<file path="src/rtl/fir_pkg.sv">
// Shared defaults and state encoding for the serial FIR front end.
package fir_pkg;

    localparam int FIR_DATA_W     = 18;
    localparam int FIR_TAPS       = 128;
    localparam int FIR_FIFO_DEPTH = 16;

    typedef enum logic {
        WAIT = 1'b0,
        MAC  = 1'b1
    } feed_state_t;

endpackage

</file>
<file path="src/rtl/sync_fifo.sv">
// Show-ahead synchronous FIFO: rd_data always presents the head entry, pop just advances.
module sync_fifo #(
    parameter int WIDTH = 18,
    parameter int DEPTH = 16
) (
    input  logic                     clk,
    input  logic                     rst,
    input  logic                     push,
    input  logic                     pop,
    input  logic [WIDTH-1:0]         wr_data,
    output logic [WIDTH-1:0]         rd_data,
    output logic                     full,
    output logic                     empty,
    output logic [$clog2(DEPTH):0]   level
);

    localparam int AW = $clog2(DEPTH);
    localparam logic [AW:0] FULL_LEVEL = (AW + 1)'(DEPTH);

    logic [WIDTH-1:0] mem [DEPTH];
    logic [AW-1:0]    wr_ptr;
    logic [AW-1:0]    rd_ptr;
    logic [AW:0]      count;
    logic             do_push;
    logic             do_pop;

    // A full FIFO refuses writes even when a pop frees a slot in the same cycle.
    assign do_push = push && (count != FULL_LEVEL);
    assign do_pop  = pop && (count != '0);

    assign full    = (count == FULL_LEVEL);
    assign empty   = (count == '0);
    assign level   = count;
    assign rd_data = mem[rd_ptr];

    always_ff @(posedge clk) begin
        if (do_push) begin
            mem[wr_ptr] <= wr_data;
        end
    end

    always_ff @(posedge clk) begin
        if (rst) begin
            wr_ptr <= '0;
            rd_ptr <= '0;
            count  <= '0;
        end else begin
            if (do_push) begin
                wr_ptr <= wr_ptr + 1'b1;
            end
            if (do_pop) begin
                rd_ptr <= rd_ptr + 1'b1;
            end
            case ({do_push, do_pop})
                2'b10:   count <= count + 1'b1;
                2'b01:   count <= count - 1'b1;
                default: count <= count;
            endcase
        end
    end

endmodule

</file>
<file path="src/rtl/fir_sample_feeder.sv">
// Feeds the serial FIR one buffered sample per TAPS-cycle frame, in lockstep with its tap index.
module fir_sample_feeder
    import fir_pkg::*;
#(
    parameter int DATA_W     = FIR_DATA_W,
    parameter int TAPS       = FIR_TAPS,
    parameter int FIFO_DEPTH = FIR_FIFO_DEPTH
) (
    input  logic                          clk,
    input  logic                          rst,
    input  logic [DATA_W-1:0]             s_data,
    input  logic                          s_valid,
    output logic                          s_ready,
    output logic [DATA_W-1:0]             fir_sig,
    output logic                          fir_ready,
    output logic                          frame_start,
    output logic                          result_valid,
    output logic [$clog2(FIFO_DEPTH):0]   fifo_level,
    output logic [15:0]                   stall_cnt
);

    localparam int PW = $clog2(TAPS);
    localparam logic [PW-1:0] PHASE_LAST   = PW'(TAPS - 1);
    localparam logic [PW-1:0] PHASE_PENULT = PW'(TAPS - 2);

    feed_state_t       state;
    feed_state_t       state_next;
    logic [PW-1:0]     phase;
    logic              first_frame;
    logic              fifo_full;
    logic              fifo_empty;
    logic              push;
    logic              pop;
    logic              stall_now;
    logic [DATA_W-1:0] fifo_head;

    assign s_ready     = !fifo_full;
    assign push        = s_valid && !fifo_full;
    assign fir_sig     = fifo_empty ? '0 : fifo_head;
    assign frame_start = pop;

    sync_fifo #(
        .WIDTH (DATA_W),
        .DEPTH (FIFO_DEPTH)
    ) u_fifo (
        .clk     (clk),
        .rst     (rst),
        .push    (push),
        .pop     (pop),
        .wr_data (s_data),
        .rd_data (fifo_head),
        .full    (fifo_full),
        .empty   (fifo_empty),
        .level   (fifo_level)
    );

    // The filter latches fir_sig on the same edge that pops it, so the pop and the
    // enable that starts a frame are one signal; reset holds the filter frozen.
    always_comb begin
        state_next = state;
        fir_ready  = 1'b0;
        pop        = 1'b0;
        stall_now  = 1'b0;
        if (!rst) begin
            case (state)
                WAIT: begin
                    if (!fifo_empty) begin
                        fir_ready  = 1'b1;
                        pop        = 1'b1;
                        state_next = MAC;
                    end else begin
                        stall_now  = 1'b1;
                    end
                end
                MAC: begin
                    fir_ready = 1'b1;
                    if (phase == PHASE_PENULT) begin
                        state_next = WAIT;
                    end
                end
                default: state_next = WAIT;
            endcase
        end
    end

    // phase shadows the filter's tap index, which also starts at TAPS-1 and wraps.
    always_ff @(posedge clk) begin
        if (rst) begin
            state        <= WAIT;
            phase        <= PHASE_LAST;
            first_frame  <= 1'b1;
            result_valid <= 1'b0;
            stall_cnt    <= '0;
        end else begin
            state        <= state_next;
            result_valid <= pop && !first_frame;
            if (fir_ready) begin
                phase <= phase + 1'b1;
            end
            if (pop) begin
                first_frame <= 1'b0;
            end
            if (stall_now && (stall_cnt != 16'hFFFF)) begin
                stall_cnt <= stall_cnt + 16'd1;
            end
        end
    end

endmodule

</file>
<file path="config.mk">
export PLATFORM = sky130hd
export DESIGN_NAME = fir_sample_feeder
export DESIGN_NICKNAME = d
export VERILOG_FILES = /design/src/rtl/fir_pkg.sv /design/src/rtl/sync_fifo.sv /design/src/rtl/fir_sample_feeder.sv
export SDC_FILE = /design/constraint.sdc
export NUM_CORES = 1
export LEC_CHECK = 0
export ABC_CLOCK_PERIOD_IN_PS = 5600
export CAP_MARGIN = 5
export CORE_MARGIN = 1
export CORE_UTILIZATION = 65
export CTS_BUF_LIST = sky130_fd_sc_hd__clkbuf_16
export CTS_CLUSTER_DIAMETER = 200
export DETAILED_ROUTE_END_ITERATION = 7
export DONT_BUFFER_PORTS = 1
export HOLD_SLACK_MARGIN = 0.1
export PLACE_DENSITY = 0.81
export SLEW_MARGIN = 20
export SYNTH_ARGS = -nofsm -noshare
export SYNTH_HDL_FRONTEND = slang
export SYNTH_SLANG_ARGS = --single-unit
export TNS_END_PERCENT = 5
</file>
<file path="constraint.sdc">
create_clock -name clk -period 5.6 [get_ports clk]
set_clock_uncertainty 0.1 [all_clocks]
set_input_delay 0.28 -clock clk [delete_from_list [all_inputs] [get_ports clk]]
set_output_delay 0.28 -clock clk [all_outputs]
set_load 0.05 [all_outputs]
</file>
==> reports/metrics.yaml, run 1 <==
status:
  status: "finished, final reports clean"
setup_path:
  rr_worst_depth: 10
  regToRegStartpoint: "u_fifo.level[0]$_SDFFE_PP0P_"
  required_ns: 5.22
  end_kind: "output port"
  cp_max_fo: 49
  start_kind: "flip-flop"
  rr_endpoint: "u_fifo.level[4]$_SDFFE_PP0P_"
  arrival_ns: 3.49
  path_class: "reg2out"
  rrSetupSlack_ns: 1.77
die:
  core_sq_um: 19700
  dieArea_sq_um: 21000
  chipWidth_um: 145
  die_h_um: 145
  start_util_pct: 67.2
  io_pins: 64
  fp-row-count: 51
timing:
  min_period_over_period_pct: 69.1
  tightest_slew_ns: 1.19
  finalMaxSlewViolations: 0
  hold_viol_final: 0
  setup_violations: 0
  fmax_mhz: 258
  final.setup.tns_ns: 0
  finalCriticalPeriod_ns: 3.87
  slew_headroom_pct: 22.1
  rsz0062_at_grt: "no"
synthesis:
  avgSynthCellArea_sq_um: 18.4
  ys_seq_elements: 331
  netlist.area_leader.share_pct: 65.3
  ys.flop_type: "edfxtp_1"
  synth.area.top_cells: "edfxtp_1 (65%), mux4_2 (12%), dfxtp_1 (6.5%)"
  synth_top_area_cell: "edfxtp_1"
  syn-num-nets: 750
  yosysSeqAreaShare_pct: 71.8
  yosysUniqueCellTypes: 54
  synth_area_sq_um: 13300
  async_flop_share_pct: 0
  yosys-top-cells-count: "edfxtp_1 (288), mux4_2 (72), dfxtp_1 (43)"
  yosysWarnings: 0
  yosysMostFrequentCell: "edfxtp_1"
  synth_edf_count: 288
  synthCells: 719
hold_path:
  hold_path.class: "in2reg"
  min_from: "s_valid"
  min_to: "u_fifo.level[2]$_SDFFE_PP0P_"
  hold_depth: 4
power_and_ir_drop:
  ir_worst_vdd_mv: 0.309
  power.share.clock_pct: 29.9
  switching_share_pct: 32.9
  leakagePower_uw: 0.00469
  p_seq_share_pct: 45.2
  switching_power_uw: 2220
  p_per_area_nw_per_um2: 455
  p_comb_share_pct: 24.9
  internal-power_uw: 4520
drt:
  drt_iter0_markers: 671
  drt-total-wl_um: 27900
  drt_pass1_iterations: 5
  drc: 0
  wire_per_inst_um: 26.7
  num_vias: 6959
  ant_nets: 0
  via_per_inst: 6.66
clock_tree:
  cts_tree: "done"
  htreeDepth: 1
  cts_root_buffer: "clkbuf_16"
  clk_pin_slew_ns: 0.07
  clk_latency_ns: 0.56
  cts_buffer_depth: 3
  numCtsBuffers: 31
  cts-resized-gates: 0
  clock-sinks: 331
final_layout:
  fin_cells: 1045
  drive_gt1_share_pct: 21.7
  layout.nets: 786
  antenna_cells: 0
  areaGrowthSynthToFinish_pct: 11.9
placed_design:
  gp_congestion: 0.822
  post-place-cells: 965
  portBuffers: 0
  dp_hpwl_um: 15400
job:
  max-cap-violations: 0
grt:
  grt_overflow: 0
  grt_pass1_vias: 7022
  grt_antenna_before_repair: 1
  grt_use_total_pct: 27.9
  grt_max_degree: 54
  grt_pass1_wl_um: 41700
==> power by group through the flow <==
stage / clock, uW / combinational, uW / sequential, uW
after floorplan: 0 / 1470 / 2950
after global placement: 0 / 1540 / 3090
after detailed placement: 0 / 1600 / 3110
after CTS: 2040 / 1670 / 3050
after global routing: 2130 / 1780 / 3070
final: 2020 / 1680 / 3050
==> flip-flops by register name (all words and copies together), names as in the netlist, named ones only <==
signal and cells:
u_fifo.level 5, phase 7, u_fifo.mem 288, stall_cnt 16, first_frame 1, result_valid 1, state 1, u_fifo.wr_ptr 4
u_fifo.rd_ptr 4
==> critical path: stages, from the launching register on <==
cell     delay [ns]
dfxtp_4        1.02
buf_4          0.58
mux4_2         0.33
mux2i_1        0.11
o22ai_1        0.87
==> per-stage QoR <==
stage / worst slack, ns / utilization [%] / hold slack, ns / power, uW / area (sq um)
global route: 1.42 / 75.2 / 0.156 / 6980 / 14800
floorplan: 2.20 / - / 0.279 / 4420 / 13300
detailed placement: 1.85 / 69.1 / 0.253 / 4710 / 13600
finish: 1.73 / 75.2 / 0.135 / 6750 / 14800
global placement: 2.07 / 69.1 / 0.253 / 4630 / 13600
CTS: 1.61 / 75.2 / 0.128 / 6770 / 14800
==> layout by cell type, fill, tap and decap left out, types with 4 or more instances in the layout <==
cell / synthesis / routed
a21o_1: 5 / 5
a21oi_1: 16 / 16
nand2b_1: 12 / 12
mux2_2: 5 / 5
nor2_1: 36 / 24
xor2_1: 6 / 6
nor2b_1: 4 / 4
nor2_2: 0 / 12
buf_4: 1 / 20
dfxtp_1: 43 / 40
mux4_2: 72 / 72
ha_1: 10 / 10
a211oi_1: 4 / 4
or4_1: 11 / 11
nor3_1: 10 / 6
o22ai_1: 18 / 17
clkinv_2: 0 / 4
clkinv_1: 0 / 9
or3_1: 8 / 8
o31ai_1: 10 / 10
inv_1: 8 / 16
nand2_1: 14 / 14
nand4_1: 8 / 8
nand3_1: 9 / 9
mux2i_1: 40 / 40
nor3_2: 2 / 6
clkbuf_16: 0 / 31
xnor2_1: 8 / 8
edfxtp_1: 288 / 288
dlygate4sd3_1: 0 / 21
==> kinds of logic (layout without fill, tap and decap cells) <==
| family | count (synthesis) | count (layout) | share of synthesized area [%] |
|---|---|---|---|
| adders and majority gates | 10 | 10 | 0.944 |
| buffers and inverters | 47 | 108 | 1.51 |
| DFF | 331 | 331 | 71.8 |
| AOI/OAI and AO/OA | 70 | 70 | 3.54 |
| and+or+nand+nor | 130 | 130 | 5.64 |
| xor gates and xnor gates | 14 | 14 | 0.925 |
| muxes | 117 | 117 | 15.7 |
==> repair_timing <==
item | 4_1_cts | 5_1_grt
setup buffers | 0 | 0
endpoints found under the hold margin | 339 | 0
hold buffers | 22 | 0
==> area by class of cell <==
cell class | count | area, sq um
clock inverters | 27 | 196
repair buffers | 42 | 380
clock buffers | 31 | 776
multi-input cells | 341 | 3600
flip-flops and latches | 331 | 9520
fillers | 1067 | 4890
well taps | 265 | 332
inverters | 8 | 30.0
==> worst max path at each step <==
stage	from	endpoint	cells after the start
2_1_floorplan	u_fifo.level[0]$_SDFFE_PP0P_	u_fifo.level[4]$_SDFFE_PP0P_	12
3_3_place_gp	u_fifo.level[0]$_SDFFE_PP0P_	u_fifo.level[4]$_SDFFE_PP0P_	10
3_5_place_dp	u_fifo.level[0]$_SDFFE_PP0P_	u_fifo.level[4]$_SDFFE_PP0P_	10
4_1_cts	flip-flop	fir_sig[9]	4
5_1_grt	flip-flop	fir_sig[9]	4
6_report	flip-flop	fir_sig[9]	4
==> routing by layer <==
layer	wire length [um]	global-route usage (%)	up-vias
met5	13	0	-
met3	2380	5.46	57
li1	-	-	2999
met2	14500	48.4	364
met1	10300	36.0	3537
met4	629	8.53	2
Power figures use the tool's default switching activity.
==> inputs of run 2 (changes only) <==
Settings changed: ABC_CLOCK_PERIOD_IN_PS 5600 to 3500, CORE_UTILIZATION 65 to 57, PLACE_DENSITY 0.81 to 0.75.
Clock period 5.6 ns to 3.5 ns, I/O delays scaled along.
==> reports/metrics.yaml, run 2 (synthesis gave the netlist of run 1 again) <==
setup_path:
  arrival_ns: 3.00  # was 3.49 ns
  end_kind: "output port"  # unchanged
  start_kind: "flip-flop"  # unchanged
  path_class: "reg2out"  # unchanged
  cp_max_fo: 11  # was 49
  required_ns: 3.22  # was 5.22 ns
power_and_ir_drop:
  ir_worst_vdd_mv: 0.626  # was 0.309 mV
  p_total_uw: 11200  # was 6750 uW
  p_per_area_nw_per_um2: 737  # was 455 nW/um^2
  leakagePower_uw: 0.00488  # was 0.00469 uW
die:
  io_pins: 64  # unchanged
  chipWidth_um: 154  # was 145 um
  core_sq_um: 22700  # was 19700 sq um
  fp-row-count: 55  # was 51
  start_util_pct: 58.4  # was 67.2%
  dieArea_sq_um: 23900  # was 21000 sq um
  die_h_um: 154  # was 145 um
drt:
  drt-total-wl_um: 26500  # was 27900 um
  num_vias: 6981  # was 6959
  via_per_inst: 6.36  # was 6.66
  drt_pass1_iterations: 5  # unchanged
  wire_per_inst_um: 24.2  # was 26.7 um
  ant_nets: 0  # unchanged
  drt_iter0_markers: 478  # was 671
  drc: 0  # unchanged
clock_tree:
  clock-sinks: 331  # unchanged
  clk_pin_slew_ns: 0.06  # was 0.07 ns
  cts_buffer_depth: 3  # unchanged
  cts-resized-gates: 0  # unchanged
  cts_hold_buf: 22  # unchanged
  cts_root_buffer: "clkbuf_16"  # unchanged
  cts_tree: "done"  # unchanged
  cts_setup_buffers: 0  # unchanged
  numCtsBuffers: 34  # was 31
  htreeDepth: 2  # was 1
  clk_latency_ns: 0.50  # was 0.56 ns
timing:
  rsz0062_at_grt: "no"  # unchanged
  fmax_mhz: 305
  tightest_slew_ns: 0.945  # was 1.19 ns
  slew_headroom_pct: 36.7  # was 22.1%
  hold_viol_final: 0  # unchanged
  setup_violations: 0  # unchanged
  finalMaxSlewViolations: 0  # unchanged
  final.setup.tns_ns: 0  # unchanged
  finalCriticalPeriod_ns: 3.27
  min_period_over_period_pct: 93.5
grt:
  grt_pass1_wl_um: 40800  # was 41700 um
  grt_pass1_vias: 7041  # was 7022
  grt_max_degree: 55  # was 54
  grt_overflow: 0  # unchanged
  grt_use_total_pct: 23.2  # was 27.9%
  grt_antenna_before_repair: 1  # unchanged
final_layout:
  largest_reg_flops: 288  # unchanged
  layout_commonest_cell: "edfxtp_1"  # unchanged
  reg_top3: "u_fifo.mem: 288 flops, stall_cnt: 16 flops, phase: 7 flops"  # unchanged
  final_cell_mix: "edfxtp_1 (288), mux4_2 (72), buf_4 (48), mux2i_1 (40), dfxtp_1 (40)"  # was edfxtp_1 (288), mux4_2 (72), mux2i_1 (40), dfxtp_1 (40), clkbuf_16 (31)
  finish.utilization_pct: 66.8  # was 75.2%
  layout.nets: 820  # was 786
  areaGrowthSynthToFinish_pct: 14.5  # was 11.9%
  top_register: "u_fifo.mem"  # unchanged
  drive_gt1_share_pct: 24.5  # was 21.7%
  design_area_sq_um: 15200  # was 14800 sq um
placed_design:
  dp_hpwl_um: 15600  # was 15400 um
  portBuffers: 0  # unchanged
  place_area_sq_um: 13900  # was 13600 sq um
  gp_congestion: 0.789  # was 0.822
hold_path:
  hold_path.class: "in2reg"  # unchanged
job:
  max-cap-violations: 0  # unchanged
status:
  status: "finished, final reports clean"  # unchanged
==> run 2: worst max-delay path, stage by stage (launching register included) <==
cell     delay (ns)
dfxtp_1        0.33
buf_4          0.22
or4_1          0.62
o21ai_2        0.73
buf_4          0.28
o22ai_1        0.08
buf_4          0.23
==> run 2: power breakdown <==
part	leakage (uW)	internal, uW	switching, uW
Sequential	0.00295	4450	214
Clock	0.000537	1950	1380
Combinational	0.00139	1260	1930
==> run 2: final timing paths <==
path	startpoint	slack (ns)	cells past startpoint	endpoint
setup / recovery	u_fifo.level[0]$_SDFFE_PP0P_	0.23	6	fir_sig[3]
hold / removal	s_valid	0.15	4	u_fifo.level[4]$_SDFFE_PP0P_
setup reg to reg	u_fifo.level[0]$_SDFFE_PP0P_	0.47	10	u_fifo.level[4]$_SDFFE_PP0P_
hold reg to reg	first_frame$_SDFFE_PP1N_	0.33	1	result_valid$_SDFF_PP0_
==> run 2: cell type report <==
| class | instances | area, sq um |
|---|---|---|
| tap | 285 | 357 |
| clock buffer | 35 | 876 |
| multi-input combinational | 341 | 3590 |
| fill | 1441 | 7540 |
| antenna | 1 | 2.50 |
| sequential | 331 | 9520 |
| timing repair buffer | 73 | 651 |
| clock inverter | 23 | 146 |
| inverter | 8 | 30.0 |
==> run 2: through the flow <==
stage	hold slack [ns]	std cells	setup slack, ns
2_1_floorplan	0.174	719	0.101
3_3_place_gp	0.150	1016	0.567
3_5_place_dp	0.146	1016	0.506
4_1_cts	0.128	1096	0.191
5_1_grt	0.167	1097	0.114
6_report	0.152	1097	0.226
==> run 2: metal layers <==
metal,track usage [%],wire (um),vias to the layer above
met1,32.4,11200,3585
li1,-,-,3066
met4,6.27,549,0
met5,0,0,-
met3,4.57,1740,53
met2,37.8,13000,277
==> inputs of run 3 (changes only) <==
==> constraint.sdc (replaced) <==
create_clock -name clk -period 3.5 [get_ports clk]
set_clock_uncertainty 0.1 [all_clocks]
set_input_delay 0.875 -clock clk [delete_from_list [all_inputs] [get_ports clk]]
set_output_delay 0.875 -clock clk [all_outputs]
set_load 0.05 [all_outputs]
==> reports/metrics.yaml, run 3 (synthesis gave the netlist of run 1 again) <==
timing:
  fmax_mhz: 296  # was 305 MHz
  setup_violations: 0  # unchanged
  hold_viol_final: 0  # unchanged
  tightest_slew_ns: 0.950  # was 0.945 ns
  finalMaxSlewViolations: 0  # unchanged
  min_period_over_period_pct: 96.6  # was 93.5%
  final.setup.tns_ns: 0  # unchanged
  rsz0062_at_grt: "no"  # unchanged
  finalCriticalPeriod_ns: 3.38  # was 3.27 ns
  slew_headroom_pct: 36.4  # was 36.7%
final_layout:
  top_register: "u_fifo.mem"  # unchanged
  reg_top3: "u_fifo.mem: 288 flops, stall_cnt: 16 flops, phase: 7 flops"  # unchanged
  layout.nets: 800  # was 820
  final_cell_mix: "edfxtp_1 (288), mux4_2 (72), buf_4 (50), mux2i_1 (40), dfxtp_1 (40)"  # was edfxtp_1 (288), mux4_2 (72), buf_4 (48), mux2i_1 (40), dfxtp_1 (40)
  final.fill_count: 1488  # was 1441
  areaGrowthSynthToFinish_pct: 13.2  # was 14.5%
  largest_reg_flops: 288  # unchanged
  layout_commonest_cell: "edfxtp_1"  # unchanged
  drive_gt1_share_pct: 25.9  # was 24.5%
  fin_cells: 1079  # was 1097
  antenna_cells: 0  # was 1
setup_path:
  rr_worst_depth: 11  # was 10
  end_kind: "output port"  # unchanged
  rrSetupSlack_ns: 0.57  # was 0.47 ns
  critical-path-top-delay-family: "multiplexers"  # was compound AO/OA/AOI/OAI gates
  cp_max_fo: 44  # was 11
  cp_num_cells: 5  # was 6
  cp_slowest_cell: "mux4_2"  # was o21ai_2
  path_buf_inv: 2  # was 3
  path_class: "reg2out"  # unchanged
  rr_endpoint: "u_fifo.level[4]$_SDFFE_PP0P_"  # unchanged
  regToRegStartpoint: "u_fifo.level[3]$_SDFFE_PP0P_"  # was u_fifo.level[0]$_SDFFE_PP0P_
  arrival_ns: 2.40  # was 3.00 ns
  cpPeakStageDelay_ns: 0.55  # was 0.73 ns
  required_ns: 2.52  # was 3.22 ns
  start_kind: "flip-flop"  # unchanged
  critical_path.cell_chain: "buf_12 > mux4_2 > mux2i_1 > o22ai_1 > buf_4"  # was buf_4 > or4_1 > o21ai_2 > buf_4 > o22ai_1 > buf_4
grt:
  grt_use_total_pct: 23.1  # was 23.2%
  grt_max_degree: 73  # was 55
  grt_pass1_wl_um: 41100  # was 40800 um
  grt_overflow: 0  # unchanged
  grt_antenna_before_repair: 0  # was 1
  grt_pass1_vias: 7100  # was 7041
placed_design:
  portBuffers: 0  # unchanged
  post-place-cells: 1021  # was 1016
  gp_congestion: 0.805  # was 0.789
  dp_hpwl_um: 15900  # was 15600 um
clock_tree:
  cts_buffer_depth: 3  # unchanged
  htreeDepth: 1  # was 2
  cts_root_buffer: "clkbuf_16"  # unchanged
  clk_latency_ns: 0.55  # was 0.50 ns
  cts_tree: "done"  # unchanged
  numCtsBuffers: 31  # was 34
  clock-sinks: 331  # unchanged
  clk_pin_slew_ns: 0.06  # about the same
power_and_ir_drop:
  internal-power_uw: 7670  # was 7660 uW
  p_seq_share_pct: 41.3  # was 41.7%
  p_per_area_nw_per_um2: 744  # was 737 nW/um^2
  switching_share_pct: 31.3  # was 31.5%
  ir_worst_vdd_mv: 0.546  # was 0.626 mV
  p_comb_share_pct: 28.7  # was 28.6%
  switching_power_uw: 3490  # was 3520 uW
  power.share.clock_pct: 30.0  # was 29.7%
  leakagePower_uw: 0.00482  # was 0.00488 uW
die:
  chipWidth_um: 154  # unchanged
  dieArea_sq_um: 23900  # unchanged
  fp-row-count: 55  # unchanged
  start_util_pct: 58.4  # unchanged
  core_sq_um: 22700  # unchanged
  die_h_um: 154  # unchanged
  io_pins: 64  # unchanged
drt:
  via_per_inst: 6.39  # was 6.36
  drt_pass1_iterations: 5  # unchanged
  drc: 0  # unchanged
  wire_per_inst_um: 24.7  # was 24.2 um
  drt-total-wl_um: 26700  # was 26500 um
  num_vias: 6890  # was 6981
  drt_iter0_markers: 462  # was 478
  ant_nets: 0  # unchanged
job:
  max-cap-violations: 0  # unchanged
status:
  status: "finished, final reports clean"  # unchanged
hold_path:
  hold_depth: 1  # was 4
  min_from: "rst"  # was s_valid
  min_to: "stall_cnt[3]$_SDFFE_PP0P_"  # was u_fifo.level[4]$_SDFFE_PP0P_
  hold_path.class: "in2reg"  # unchanged
run 3: cell count changes in the layout (fill, tap and decap cells not counted), moves of 2 or more:
cell / change
buf_4: +2
clkbuf_16: -4
dlygate4sd3_1: -21
bufinv_16: +3
clkinv_2: +4
clkinv_1: -4
run 3: worst max-delay path by stage:
stage                            startpoint  slack [ns]                      endpoint
3_5_place_dp                        s_valid        0.55  u_fifo.level[4]$_SDFFE_PP0P_
2_1_floorplan                           rst        0.08  u_fifo.level[4]$_SDFFE_PP0P_
5_1_grt                           flip-flop       0.009                    fir_sig[0]
4_1_cts        u_fifo.level[0]$_SDFFE_PP0P_        0.02                   fir_sig[10]
6_report                          flip-flop        0.12                    fir_sig[0]
3_3_place_gp                        s_valid        0.61  u_fifo.level[4]$_SDFFE_PP0P_
run 3: through the flow:
| step | cell area (sq um) | total power, uW | hold slack, ns | util [%] | setup WS [ns] |
|---|---|---|---|---|---|
| global route | 15000 | 11600 | 0.270 | 66.1 | 0.00868 |
| detailed placement | 14000 | 7920 | 0.324 | 61.5 | 0.553 |
| floorplan | 13300 | 7070 | 0.302 | - | 0.0847 |
| finish | 15000 | 11200 | 0.294 | 66.1 | 0.120 |
| global placement | 14000 | 7810 | 0.323 | 61.5 | 0.609 |
| CTS | 15000 | 11200 | 0.269 | 66.1 | 0.0221 |
run 3: layout make-up:
type	count	area (sq um)	area share (%)
multi-input cells	341	3590	23.9
flip-flops and latches	331	9520	63.4
clock inverters	27	249	1.66
clock buffers	31	776	5.17
inverters	8	30.0	0.200
repair buffers	56	487	3.24
well taps	285	357	2.38
run 3: repair_timing:
item / 4_1_cts / 5_1_grt
setup buffers: 0 / 0
hold buffers: 0 / 0
setup endpoints to repair: 0 / 1
gates resized for setup: 0 / 1
endpoints found under the hold margin: 0 / 0
run 3: per-layer routing:
metal  vias up  part of all wire (%)  track usage [%]
met4         0                   1.8             5.66
met1      3543                    41             31.9
met3        49                   6.0             3.53
met5         -                     0                0
met2       265                    51             39.0
li1       3033                     -                -
run 3: power groups by stage:
stage	registers (uW)	clock network, uW	logic, uW
final	4610	3350	3200
after CTS	4610	3400	3240
after floorplan	4720	0	2350
after global placement	4680	0	3130
after global routing	4630	3550	3400
after detailed placement	4700	0	3220
